===== config.mk =====
export PLATFORM = sky130hd
export DESIGN_NAME = popcount_pipe_flat
export DESIGN_NICKNAME = d
export VERILOG_FILES = /design/src/rtl/popcount_pipe_if.sv /design/src/rtl/popcount_pipe.sv /design/src/flat_wrapper.sv
export SDC_FILE = /design/constraint.sdc
export NUM_CORES = 1
export LEC_CHECK = 0
export BUFFER_PORTS_ARGS = -buffer_cell sky130_fd_sc_hd__buf_2
export CAP_MARGIN = 20
export CORE_MARGIN = 1
export CORE_UTILIZATION = 35
export CTS_BUF_LIST = sky130_fd_sc_hd__clkbuf_8
export CTS_CLUSTER_DIAMETER = 100
export DETAILED_ROUTE_END_ITERATION = 10
export MAX_ROUTING_LAYER = met4
export PLACE_DENSITY_LB_ADDON = 0.12
export SLEW_MARGIN = 20
export SYNTH_ARGS = -nofsm -noshare
export SYNTH_HDL_FRONTEND = slang
export SYNTH_SLANG_ARGS = --single-unit
export TNS_END_PERCENT = 10

===== constraint.sdc =====
create_clock -name clk -period 6.8 [get_ports clk]
set_input_delay 1.36 -clock clk [delete_from_list [all_inputs] [get_ports clk]]
set_output_delay 1.36 -clock clk [all_outputs]
set_load 0.005 [all_outputs]

===== src/rtl/popcount_pipe_if.sv =====
// popcount_pipe_if: streaming handshake bundle for popcount_pipe.
//   Input side : in_valid/in_ready handshake, operand A, mode (0 = per-word,
//                1 = accumulate) and in_last (closes an accumulate packet).
//   Output side: out_valid/out_ready handshake, result Y and overflow flag ovf.
//   master modport: the producer/consumer environment around the block.
//   slave modport : the popcount block itself.
interface popcount_pipe_if #(
  parameter int WIDTH     = 32,
  parameter int ACC_WIDTH = 16
);
  logic                 in_valid;
  logic                 in_ready;
  logic [WIDTH-1:0]     A;
  logic                 mode;
  logic                 in_last;
  logic                 out_valid;
  logic                 out_ready;
  logic [ACC_WIDTH-1:0] Y;
  logic                 ovf;

  modport master (
    output in_valid, A, mode, in_last, out_ready,
    input  in_ready, out_valid, Y, ovf
  );

  modport slave (
    input  in_valid, A, mode, in_last, out_ready,
    output in_ready, out_valid, Y, ovf
  );
endinterface


===== src/rtl/popcount_pipe.sv =====
// popcount_pipe: pipelined population count with valid/ready streaming.
//   clk, rst : rising-edge clock, asynchronous active-high reset.
//   io       : popcount_pipe_if.slave (in_valid/in_ready/A/mode/in_last in,
//              out_valid/out_ready/Y/ovf out).
// Structure: input capture register, L = log2(WIDTH) registered adder-tree
// levels, then a registered output stage that also owns the accumulator.
// A beat accepted at edge t is presented on Y after edge t+L+1.
// Accumulate beats touch the accumulator only when they reach the output
// stage, so stalls (which freeze the whole pipe) can never drop or repeat one.
module popcount_pipe #(
  parameter int WIDTH     = 32,
  parameter int ACC_WIDTH = 16
) (
  input logic            clk,
  input logic            rst,
  popcount_pipe_if.slave io
);
  localparam int L  = $clog2(WIDTH);
  localparam int CW = L + 1;

  // Single advance enable: the pipe moves only when the output register is
  // empty or being drained this cycle. No bubble collapse.
  logic en;
  assign en          = !io.out_valid || io.out_ready;
  assign io.in_ready = en;

  // Sideband shift registers; index s lines up with tree level s, index 0
  // with the input capture register.
  logic [L:0]       vld_pipe;
  logic [L:0]       mode_pipe;
  logic [L:0]       last_pipe;
  logic [WIDTH-1:0] a_q;

  always_ff @(posedge clk or posedge rst) begin
    if (rst) begin
      vld_pipe  <= '0;
      mode_pipe <= '0;
      last_pipe <= '0;
      a_q       <= '0;
    end else if (en) begin
      vld_pipe  <= {vld_pipe[L-1:0],  io.in_valid};
      mode_pipe <= {mode_pipe[L-1:0], io.mode};
      // in_last is meaningless for per-word beats; mask it at the door.
      last_pipe <= {last_pipe[L-1:0], io.in_last & io.mode};
      a_q       <= io.A;
    end
  end

  // Adder tree: level s holds WIDTH>>s partial sums of s+1 bits each,
  // built from adjacent pairs of the previous level's s-bit partials.
  for (genvar s = 1; s <= L; s++) begin : g_lvl
    localparam int N = WIDTH >> s;
    logic [2*N-1:0][s-1:0] src;
    logic [N-1:0][s:0]     sum;
    logic [N-1:0][s:0]     part;

    if (s == 1) begin : g_src_in
      assign src = a_q;
    end else begin : g_src_lvl
      assign src = g_lvl[s-1].part;
    end

    for (genvar i = 0; i < N; i++) begin : g_pair
      assign sum[i] = {1'b0, src[2*i]} + {1'b0, src[2*i+1]};
    end

    always_ff @(posedge clk or posedge rst) begin
      if (rst)     part <= '0;
      else if (en) part <= sum;
    end
  end

  // Full count of the beat sitting in the last tree level.
  logic [CW-1:0] cnt;
  assign cnt = g_lvl[L].part;

  // Output stage and accumulator.
  logic [ACC_WIDTH-1:0] acc;
  logic                 sticky;
  logic [ACC_WIDTH-1:0] cnt_ext;
  logic [ACC_WIDTH:0]   acc_sum;
  logic                 carry;
  logic [ACC_WIDTH-1:0] sat_sum;
  logic                 out_valid_q;
  logic [ACC_WIDTH-1:0] y_q;
  logic                 ovf_q;

  assign cnt_ext = ACC_WIDTH'(cnt);
  assign acc_sum = {1'b0, acc} + {1'b0, cnt_ext};
  assign carry   = acc_sum[ACC_WIDTH];
  // Clamp at all-ones; a saturated accumulator keeps clamping to all-ones
  // for every further beat until the packet closes.
  assign sat_sum = carry ? {ACC_WIDTH{1'b1}} : acc_sum[ACC_WIDTH-1:0];

  always_ff @(posedge clk or posedge rst) begin
    if (rst) begin
      acc         <= '0;
      sticky      <= 1'b0;
      out_valid_q <= 1'b0;
      y_q         <= '0;
      ovf_q       <= 1'b0;
    end else if (en) begin
      // Either the register was empty or it is being drained this edge;
      // it only stays full if a completing result lands in it.
      out_valid_q <= 1'b0;
      if (vld_pipe[L]) begin
        if (!mode_pipe[L]) begin
          // Per-word result; an open packet's accumulator is left alone.
          out_valid_q <= 1'b1;
          y_q         <= cnt_ext;
          ovf_q       <= 1'b0;
        end else if (last_pipe[L]) begin
          // Packet close: emit and clear in the same edge so the next
          // packet's first beat can follow immediately.
          out_valid_q <= 1'b1;
          y_q         <= sat_sum;
          ovf_q       <= sticky | carry;
          acc         <= '0;
          sticky      <= 1'b0;
        end else begin
          acc    <= sat_sum;
          sticky <= sticky | carry;
        end
      end
    end
  end

  assign io.out_valid = out_valid_q;
  assign io.Y         = y_q;
  assign io.ovf       = ovf_q;
endmodule


===== src/flat_wrapper.sv =====
// flat-port wrapper written by rule: the top's interface ports become plain ports
module popcount_pipe_flat 
#(
  parameter int WIDTH     = 32,
  parameter int ACC_WIDTH = 16
)
  (clk, rst, io_in_valid, io_A, io_mode, io_in_last, io_out_ready, io_in_ready, io_out_valid, io_Y, io_ovf);
  popcount_pipe_if #(.WIDTH(WIDTH), .ACC_WIDTH(ACC_WIDTH)) io_i ();
  input logic clk;
  input logic rst;
  input wire logic [$bits(io_i.in_valid)-1:0] io_in_valid;
  input wire logic [$bits(io_i.A)-1:0] io_A;
  input wire logic [$bits(io_i.mode)-1:0] io_mode;
  input wire logic [$bits(io_i.in_last)-1:0] io_in_last;
  input wire logic [$bits(io_i.out_ready)-1:0] io_out_ready;
  output wire logic [$bits(io_i.in_ready)-1:0] io_in_ready;
  output wire logic [$bits(io_i.out_valid)-1:0] io_out_valid;
  output wire logic [$bits(io_i.Y)-1:0] io_Y;
  output wire logic [$bits(io_i.ovf)-1:0] io_ovf;
  assign io_i.in_valid = io_in_valid;
  assign io_i.A = io_A;
  assign io_i.mode = io_mode;
  assign io_i.in_last = io_in_last;
  assign io_i.out_ready = io_out_ready;
  assign io_in_ready = io_i.in_ready;
  assign io_out_valid = io_i.out_valid;
  assign io_Y = io_i.Y;
  assign io_ovf = io_i.ovf;
  popcount_pipe #(.WIDTH(WIDTH), .ACC_WIDTH(ACC_WIDTH)) u_core (.clk(clk), .rst(rst), .io(io_i));
endmodule

==> impl_metrics.json, run 1 <==
{
  "cts_buffer_depth": 2,
  "wl_per_cell_um": 13.03,
  "fmax_ghz": 0.2628,
  "start_util": 0.3572,
  "most-common-layout-cells": "nand2_1, dfrtp_1, buf_2",
  "drt_iter0_drc": 331,
  "status": "complete, no violations",
  "die_area_um2": 24650,
  "synth_fp_nets": 1006,
  "slowest_delay_ps": 490,
  "layout-drive-gt1-share": 0.1181,
  "synth_top_area_frac": 0.5148,
  "fillers": 2496,
  "netlist_area_um2": 8409,
  "htreeDepth": 4,
  "crit_family": "buffers and inverters",
  "synthFlopType": "dfrtp_1",
  "root_buffer": "clkbuf_8",
  "p_seq_frac": 0.419,
  "fin_crit_ps": 3805,
  "skew_ps": 15.28,
  "pwr-share-clk": 0.181,
  "post_cts_resized": 0,
  "drc_errors": 0,
  "finalWorstSetupSlack_ps": 2995,
  "final_common_cell": "nand2_1",
  "detail-route-antenna-nets": 0,
  "p_leak_nw": 4.838,
  "synth_seq_cells": 173,
  "synth_area_per_cell_um2": 9.375,
  "grt_max_degree": 103,
  "slew_violations": 0,
  "grt.total_usage": 0.1556,
  "path_cells": "buf_2 > nor2b_4 > buf_4 > inv_4 > buf_2",
  "vias_per_cell": 4.614,
  "arrival_ps": 2440,
  "finalSetupViolations": 0,
  "postSynthCellCount": 897,
  "rsz0062_at_grt": "false",
  "cts.hold.buffers_added": 0,
  "port-buffer-count": 56,
  "fp.dieH_um": 157.0,
  "path_clk_slew_ps": 100,
  "cts_made_buffers": 17,
  "grt-ovfl-total": 0,
  "crit_top_cell": "buf_2",
  "antenna_found_initial": 0,
  "fin_setup_tns_ps": 0,
  "synth_top_area_cell": "dfrtp_1",
  "worstSetupStartpointType": "primary input",
  "p_per_area_nw_per_um2": 425.6,
  "area_delta_synth_final_pct": 11.47,
  "synthTopCellsByArea": "dfrtp_1, nand2_1, ha_1",
  "row_count": 56,
  "drt_wl_total_mm": 16.51,
  "grt_pass1_wl_mm": 29.58,
  "diodes": 0,
  "die_w_um": 157.0,
  "worstHoldPathType": "register to register",
  "synth_edf_count": 0,
  "period_share": 0.5595,
  "crit_type": "primary input to output pin",
  "first_pass_iters": 5,
  "nets": 1044,
  "clk_latency_ps": 460,
  "post-route-cell-area_um2": 9374,
  "p_sw_w": 0.001584,
  "dp_hpwl_mm": 10.70,
  "tightest_slew_ps": 961.2,
  "p_int_w": 0.002405,
  "num_vias": 5846,
  "globalplace.congestion": 0.8089,
  "cap_viol_max_count": 0,
  "path_buf_inv": 4,
  "dp_slack_ps": 2859,
  "core_area_um2": 23540,
  "critPathMaxFanout": 58,
  "synth_cell_types": 56,
  "cp_data_required_time_ps": 5440,
  "p_sw_frac": 0.3972,
  "ir_worst_vdd_uv": 135.5,
  "slew_headroom": 0.3592,
  "async_reset_ff_frac": 1.000,
  "hold_viol_final": 0,
  "cts_setup_buffers": 0,
  "pin_count": 57,
  "power_frac_comb": 0.400,
  "ys_warn_count": 0,
  "end_kind": "output pin",
  "numClockSinks": 173,
  "placed_cell_area_um2": 8984,
  "cts_tree": "done",
  "seq_area_frac_synth": 0.5148,
  "crit_slowest_cell": "buf_4",
  "grt_pass1_vias": 5952
}
## per-layer routing
layer  global-route usage  part of all wire
met5                    -                 0
met4              0.04388             0.012
met3              0.03084             0.029
met2               0.2356              0.44
met1               0.2111              0.52
## worst paths after layout
check                                                      from                                  end  depth (start not counted)  slack, ps
worst min-delay path                  u_core.io.ovf$_DFFE_PP0P_            u_core.io.ovf$_DFFE_PP0P_                          2        470
worst min register to register        u_core.io.ovf$_DFFE_PP0P_            u_core.io.ovf$_DFFE_PP0P_                          2        470
worst max-delay path                               io_out_ready                          io_in_ready                          5       3000
worst max register to register  u_core.io.out_valid$_DFFE_PP0P_  u_core.g_lvl[4].part[2]$_DFFE_PP0P_                          7       3930
max in group asynchronous                                   rst  u_core.g_lvl[2].part[6]$_DFFE_PP0P_                          3       4630
min in group asynchronous                                   rst  u_core.g_lvl[4].part[6]$_DFFE_PP0P_                          2       1120
## synth_stat cells, drive strengths merged, types with 3 or more instances
cell type / instances
clkbuf: 36
nor2: 42
a22o: 6
buf: 8
fa: 16
inv: 31
xnor2: 4
a211oi: 5
o21bai: 3
and3: 6
nand3: 11
dfrtp: 173
nor2b: 4
a21oi: 49
a221o: 4
a31oi: 7
o31ai: 3
a21o: 11
a31o: 6
nand2: 344
o211ai: 3
or2: 3
xor2: 10
o21ai: 28
ha: 55
## logic make-up after synthesis
group,after synthesis,share of synthesized area
compound gates,140,0.1149
xor+xnor,14,0.01458
fa+ha+maj,71,0.1199
buf+inv,75,0.03437
flops,173,0.5148
mux,2,0.002381
simple gates,422,0.1991
## worst min-delay path: cells and delay by family, from the launching register on
family	cells	cell delay [ps]
flip-flops	1	350
AND/OR/NAND/NOR	2	90
## final cells by class
type | instances | area [um2] | share of cell area
tap | 319 | 399.1 | 0.04258
multi-input combinational | 649 | 3799 | 0.4052
clock buffer | 19 | 261.5 | 0.02790
inverter | 31 | 123.9 | 0.01321
timing repair buffer | 63 | 332.8 | 0.03550
clock inverter | 13 | 128.9 | 0.01375
sequential | 173 | 4329 | 0.4618
## metrics by stage
step / hold slack, ps / total power [W] / utilization / instances
CTS: 478.7 / 0.004069 / 0.3982 / 1267
global placement: 445.8 / 0.003300 / 0.3816 / 1235
detailed placement: 453.5 / 0.003318 / 0.3816 / 1235
finish: 467.9 / 0.003989 / 0.3982 / 1267
floorplan: 438.6 / 0.002903 / - / 897
global route: 499.7 / 0.004421 / 0.3982 / 1267
## sequential cells by signal, summed over array words and instances (netlist names)
signal               count
u_core.cnt               6
u_core.a_q              32
u_core.vld_pipe          6
u_core.io.Y             16
u_core.io.out_valid      1
u_core.sticky            1
u_core.acc              16
u_core.mode_pipe         6
u_core.last_pipe         6
u_core.g_lvl.part       82
u_core.io.ovf            1
## power by group through the flow
| stage | logic [W] | registers [W] | clock network, W |
|---|---|---|---|
| detailed placement | 0.00162 | 0.00170 | 0 |
| global route | 0.00189 | 0.00173 | 0.000798 |
| floorplan | 0.00129 | 0.00162 | 0 |
| finish | 0.00160 | 0.00167 | 0.000722 |
| global placement | 0.00161 | 0.00169 | 0 |
| CTS | 0.00163 | 0.00168 | 0.000759 |
Power figures use the tool's default switching activity.
==> run 2, diff against run 1 <==
ABC_AREA = 1   (was default)
clock period = 3.8 ns   (was 6.8 ns; I/O delays follow)
==> run 2 against run 1 <==
Synthesized area is 0.83% higher. Clock power is 93% higher. Sequential share of layout area shrank 0.70 points. Sequential power is 80% higher. Flip-flop and latch count unchanged. Cell count is 7.8% higher. Clock skew is essentially flat. Worst setup slack lost 1400 ps. Die area is 0.82% higher. First-iteration DRC count fell by 1.8%. Critical path type is now primary input to register. Largest cell class unchanged. Largest power group unchanged. Highest routed layer unchanged.
==> impl_metrics.json, run 2 <==
{
  "synth_simple_gate_area_share": 0.2733,
  "regMostFlops": "u_core.g_lvl.part",
  "post_cts_resized": 0,
  "drt_wl_total_mm": 16.22,
  "synth_top_area_cell": "dfrtp_1",
  "globalplace.congestion": 0.7810,
  "htreeDepth": 4,
  "wl_per_cell_um": 11.88,
  "crit_type": "primary input to register",
  "cts_setup_buffers": 0,
  "largestRegisters": "u_core.g_lvl.part: 82 flops, u_core.a_q: 32 flops",
  "netlist_area_um2": 8479,
  "crit_top_cell": "buf_4",
  "start_util": 0.3591,
  "status": "complete, no violations",
  "worstHoldPathType": "primary input to async pin",
  "hold_viol_final": 0,
  "finalHoldWorstSlack_ps": 432.1,
  "synth_most_common_cell": "nand2_1",
  "first_pass_iters": 4,
  "finalSetupViolations": 0,
  "critPathMaxFanout": 103,
  "crit_path_start": "io_out_ready",
  "synth_edf_count": 0,
  "layout-drive-gt1-share": 0.1127,
  "p_per_area_nw_per_um2": 738.3,
  "tightest_slew_ps": 1019,
  "row_count": 56,
  "timing.rr.start": "u_core.io.out_valid$_DFFE_PP0P_",
  "synth_top_family_by_area": "simple AND/OR/NAND/NOR gates",
  "most-common-layout-cells": "nand2_1, dfrtp_1, inv_1",
  "p_seq_frac": 0.428,
  "cts_made_buffers": 17,
  "slew_violations": 0,
  "fp.dieH_um": 157.7,
  "postSynthCellCount": 987,
  "die_area_um2": 24850,
  "fmax_ghz": 0.4438,
  "area_delta_synth_final_pct": 12.26,
  "r2r-end": "u_core.g_lvl[3].part[15]$_DFFE_PP0P_",
  "muxShareOfSynthArea": 0,
  "cts_tree": "done",
  "arrival_ps": 2590,
  "path_cells": "buf_2 > nor2_4 > buf_4 > buf_4 > a21oi_1 > a21o_1",
  "crit_slowest_cell": "buf_4",
  "synth_commonest_cells": "nand2_1, dfrtp_1, inv_1, ha_1",
  "grt_max_degree": 104,
  "seq_area_frac_synth": 0.5106,
  "p_leak_nw": 5.246,
  "path_clk_slew_ps": 90,
  "end_kind": "register",
  "fin_crit_ps": 2254,
  "p_sw_frac": 0.3879,
  "cp_data_required_time_ps": 4140,
  "skew_ps": 15.52,
  "rsz0062_at_grt": "false",
  "num_vias": 5946,
  "synth_compound_area_frac": 0.04014,
  "die_w_um": 157.7,
  "ir_worst_vdd_uv": 237.4,
  "core_area_um2": 23610,
  "cap_viol_max_count": 0,
  "nets": 1143,
  "synth_xor_area_frac": 0.009296,
  "dp_hpwl_mm": 10.81,
  "synth_fp_nets": 1096,
  "pwr-share-clk": 0.198,
  "worstSetupStartpointType": "primary input",
  "p_int_w": 0.004301,
  "fin_setup_tns_ps": 0,
  "grt_pass1_vias": 6062,
  "numClockSinks": 173,
  "drt_iter0_drc": 325,
  "largest_reg_flops": 82,
  "synthTopCellsByArea": "dfrtp_1, nand2_1, ha_1",
  "slew_headroom": 0.3209,
  "diodes": 0,
  "root_buffer": "clkbuf_8",
  "synth_top_area_frac": 0.5106,
  "slowest_delay_ps": 840,
  "drc_errors": 0,
  "vias_per_cell": 4.353,
  "power_frac_comb": 0.374,
  "p_sw_w": 0.002726,
  "final_common_cell": "nand2_1",
  "pin_count": 57,
  "synthAdderAreaFrac": 0.1189,
  "grt-ovfl-total": 0,
  "async_reset_ff_frac": 1.000,
  "synth_area_per_cell_um2": 8.591,
  "period_share": 0.5930,
  "regToRegSetupSlack_ps": 1560,
  "antenna_found_initial": 0,
  "cts.hold.buffers_added": 0,
  "synth_cell_types": 35,
  "port-buffer-count": 56,
  "final_core_util": 0.4031,
  "synth_seq_cells": 173,
  "r2r_cells": 6,
  "grt_pass1_wl_mm": 29.46,
  "synthFlopType": "dfrtp_1",
  "cts_buffer_depth": 2,
  "detail-route-antenna-nets": 0,
  "critPathCapture": "u_core.g_lvl[3].part[15]$_DFFE_PP0P_",
  "grt.total_usage": 0.1529,
  "ys_warn_count": 0,
  "clk_latency_ps": 450
}
-- run 2: cell count changes after synthesis, sizes merged, moves of 7 or more --
cell,previous run,this run
buf,8,25
a21o,11,4
inv,31,61
a21oi,49,18
nor2,42,29
nand2,344,495
clkbuf,36,13
nand3,11,38
-- run 2: layout make-up --
type                            instances  area, um2
Clock inverter                         14      182.7
Multi-Input combinational cell        715       3745
Fill cell                            2456      14090
Clock buffer                           18      247.7
Tap cell                              319      399.1
Sequential cell                       173       4329
Inverter                               61      235.2
Timing Repair Buffer                   66      380.4
-- run 2: worst max-delay path, delay by kind of cell --
family	cells	cell delay [ps]
and+or+nand+nor	1	130
AOI/OAI and AO/OA	2	300
buffers and inverters	3	1330
-- run 2: how the worst min path moves through the flow --
stage / from / end / slack, ps / depth (start not counted)
finish: rst / u_core.g_lvl[3].part[14]$_DFFE_PP0P_ / 430 / 2
floorplan: u_core.last_pipe[0]$_DFFE_PP0P_ / u_core.last_pipe[1]$_DFFE_PP0P_ / 440 / 2
CTS: rst / u_core.g_lvl[3].part[14]$_DFFE_PP0P_ / 430 / 2
global route: io_A[25] / u_core.a_q[25]$_DFFE_PP0P_ / 440 / 3
global placement: u_core.last_pipe[0]$_DFFE_PP0P_ / u_core.last_pipe[1]$_DFFE_PP0P_ / 450 / 2
detailed placement: u_core.vld_pipe[1]$_DFFE_PP0P_ / u_core.vld_pipe[2]$_DFFE_PP0P_ / 450 / 2
-- run 2: cell families (layout without fill, tap and decap cells) --
family | after synthesis | count (layout)
AO/OA/AOI/OAI | 61 | 61
AND/OR/NAND/NOR | 574 | 574
flip-flops | 173 | 173
buffers and inverters | 99 | 159
XOR/XNOR | 9 | 9
adder cells (fa/ha/maj) | 71 | 71
-- run 2: per-layer routing --
metal  GRT usage  routed length [um]  vias up
met1      0.2137                8587     2694
met5           -                   0        -
met4     0.03883                 146        0
met3     0.03340                 504       11
li1            -                   -     3176
met2      0.2240                6985       65
-- run 2: power by group through the flow --
| stage | clock (W) | sequential (W) | combinational, W |
|---|---|---|---|
| after floorplan | 0 | 0.00291 | 0.00213 |
| after global placement | 0 | 0.00305 | 0.00266 |
| after detailed placement | 0 | 0.00305 | 0.00269 |
| after CTS | 0.00146 | 0.00302 | 0.00270 |
| after global routing | 0.00153 | 0.00311 | 0.00320 |
| final | 0.00139 | 0.00301 | 0.00263 |
-- run 2: through the flow --
step,total power (W),instances,area (um2),worst slack (ps)
6_report,0.007028,1366,9519,1546
5_1_grt,0.007840,1366,9519,1321
4_1_cts,0.007180,1366,9519,1486
3_5_place_dp,0.005732,1334,9089,1060
3_3_place_gp,0.005710,1334,9089,1087
2_1_floorplan,0.005047,987,8483,829.3
==> run 3, diff against run 2 <==
clock period = 2.16 ns   (was 3.8 ns; I/O delays follow)
==> run 3 against run 2 <==
Cell count rose by 0.51%. Critical endpoint is now io_in_ready. Via count rose by 2.1%. Count of clock-buffer cells in the layout fell by 1. Critical path type is now register to output pin. Critical path depth fell by 1. Die area did not move. Clock skew rose by 6.9 ps. Non-clock buffer count rose by 7. Highest routed layer unchanged.
==> impl_metrics.json, run 3 (synthesis results as in run 2) <==
{
  "path_buf_inv": 4,
  "skew_ps": 22.42,
  "regMostFlops": "u_core.g_lvl.part",
  "dp_hpwl_mm": 10.75,
  "largestRegisters": "u_core.g_lvl.part: 82 flops, u_core.a_q: 32 flops",
  "start_util": 0.3591,
  "critPathMaxFanout": 101,
  "dp_slack_ps": 39.33,
  "drc_errors": 0,
  "ir_worst_vdd_uv": 433.7,
  "fin_setup_tns_ps": 0,
  "most-common-layout-cells": "nand2_1, dfrtp_1, inv_1",
  "slew_headroom": 0.4394,
  "core_area_um2": 23610,
  "slowest_delay_ps": 380,
  "finalSetupViolations": 0,
  "fp.dieH_um": 157.7,
  "end_kind": "output pin",
  "htreeDepth": 4,
  "crit_path_start": "u_core.io.out_valid$_DFFE_PP0P_",
  "crit_type": "register to output pin",
  "largest_reg_flops": 82,
  "slew_violations": 0,
  "grt-ovfl-total": 0,
  "area_delta_synth_final_pct": 12.85,
  "cts_buffer_depth": 2,
  "crit_slowest_cell": "dfrtp_1",
  "timing.rr.start": "u_core.acc[0]$_DFFE_PP0P_",
  "vias_per_cell": 4.422,
  "cts_made_buffers": 17,
  "worstSetupStartpointType": "register",
  "grt_max_degree": 144,
  "nets": 1150,
  "first_pass_iters": 4,
  "grt.total_usage": 0.1550,
  "num_vias": 6072,
  "status": "complete, no violations",
  "fin_crit_ps": 2030,
  "port-buffer-count": 56,
  "cp_data_required_time_ps": 1730,
  "die_w_um": 157.7,
  "diodes": 0,
  "die_area_um2": 24850,
  "final_common_cell": "nand2_1",
  "grt_pass1_wl_mm": 30.02,
  "power_w": 0.01227,
  "arrival_ps": 1600,
  "path_clk_slew_ps": 100,
  "drt_iter0_drc": 352,
  "tightest_slew_ps": 837.7,
  "hold_viol_final": 0,
  "p_leak_nw": 5.277,
  "fmax_ghz": 0.4927,
  "worstHoldPathType": "primary input to register",
  "cap_viol_max_count": 0,
  "numClockSinks": 173,
  "row_count": 56,
  "antenna_found_initial": 0,
  "detail-route-antenna-nets": 0,
  "drt_wl_total_mm": 16.68,
  "period_share": 0.9397,
  "wl_per_cell_um": 12.15,
  "cts_tree": "done",
  "globalplace.congestion": 0.8526,
  "layout-drive-gt1-share": 0.1167,
  "root_buffer": "clkbuf_8",
  "hold_start": "io_A[17]",
  "pin_count": 57,
  "finalWorstSetupSlack_ps": 130.2,
  "crit_family": "buffers and inverters",
  "clk_latency_ps": 470,
  "path_cells": "inv_1 > nor2_4 > inv_4 > buf_16 > buf_2",
  "p_per_area_nw_per_um2": 1282,
  "final_core_util": 0.4053,
  "rsz0062_at_grt": "false",
  "grt_pass1_vias": 6152
}
## run 3: cell types whose count changed in the layout (fill, tap and decap cells not counted)
| cell | delta |
|---|---|
| buf_16 | +1 |
| buf_4 | +2 |
| clkinv_2 | +2 |
| clkinv_4 | -3 |
| inv_8 | -1 |
| clkbuf_8 | -1 |
| bufinv_16 | -2 |
| inv_1 | +1 |
| dlygate4sd3_1 | +1 |
| buf_12 | +3 |
| inv_6 | +4 |
## run 3: through the flow
| stage | cells | area, um2 | hold WS [ps] |
|---|---|---|---|
| after floorplan | 987 | 8483 | 442.2 |
| final | 1373 | 9569 | 147.2 |
| after global routing | 1373 | 9569 | 125.2 |
| after CTS | 1371 | 9547 | 115.6 |
| after global placement | 1338 | 9156 | 380.0 |
| after detailed placement | 1338 | 9156 | 374.7 |
## run 3: final cells by class
type,count,area (um2)
fill,2472,14040
sequential,173,4329
multi-input combinational,715,3745
timing repair buffer,73,493.0
tap,319,399.1
inverter,61,235.2
clock buffer,17,234.0
clock inverter,15,133.9
## run 3: worst register-to-register path, delay by kind of cell (launching register included)
kind                       cells  cell delay [ps]
and+or+nand+nor                8              730
adders and majority gates      2              660
DFF                            1              390
buffers and inverters          1              160
## run 3: worst paths after layout
path | to | slack, ps | depth (start not counted)
worst max register to register | u_core.io.Y[3]$_DFFE_PP0P_ | 130 | 11
worst min register to register | u_core.mode_pipe[4]$_DFFE_PP0P_ | 480 | 2
worst min-delay path | u_core.a_q[17]$_DFFE_PP0P_ | 150 | 3
worst max-delay path | io_in_ready | 130 | 5
max in group asynchronous | u_core.mode_pipe[3]$_DFFE_PP0P_ | 1140 | 4
min in group asynchronous | u_core.g_lvl[1].part[31]$_DFFE_PP0P_ | 450 | 3
## run 3: power by group
group / switching (W) / total, W / internal, W
combinational: 0.00287 / 0.00482 / 0.00195
sequential: 0.000775 / 0.00526 / 0.00448
clock: 0.00126 / 0.00219 / 0.000931
total: 0.00491 / 0.0123 / 0.00736
## run 3: timing repair
action                                 CTS  global route
gates resized for setup                  3             1
pin swaps                                0             1
buffers inserted                         0             2
endpoints found under the hold margin    2             0
setup endpoints to repair                1             9
hold buffers                             1             0
## run 3: routing by layer
| metal | wire length (um) | GRT usage | up-vias |
|---|---|---|---|
| met5 | 0 | - | - |
| met3 | 445 | 0.02628 | 16 |
| met4 | 227 | 0.04577 | 0 |
| li1 | - | - | 3198 |
| met2 | 6926 | 0.2234 | 82 |
| met1 | 9081 | 0.2221 | 2776 |
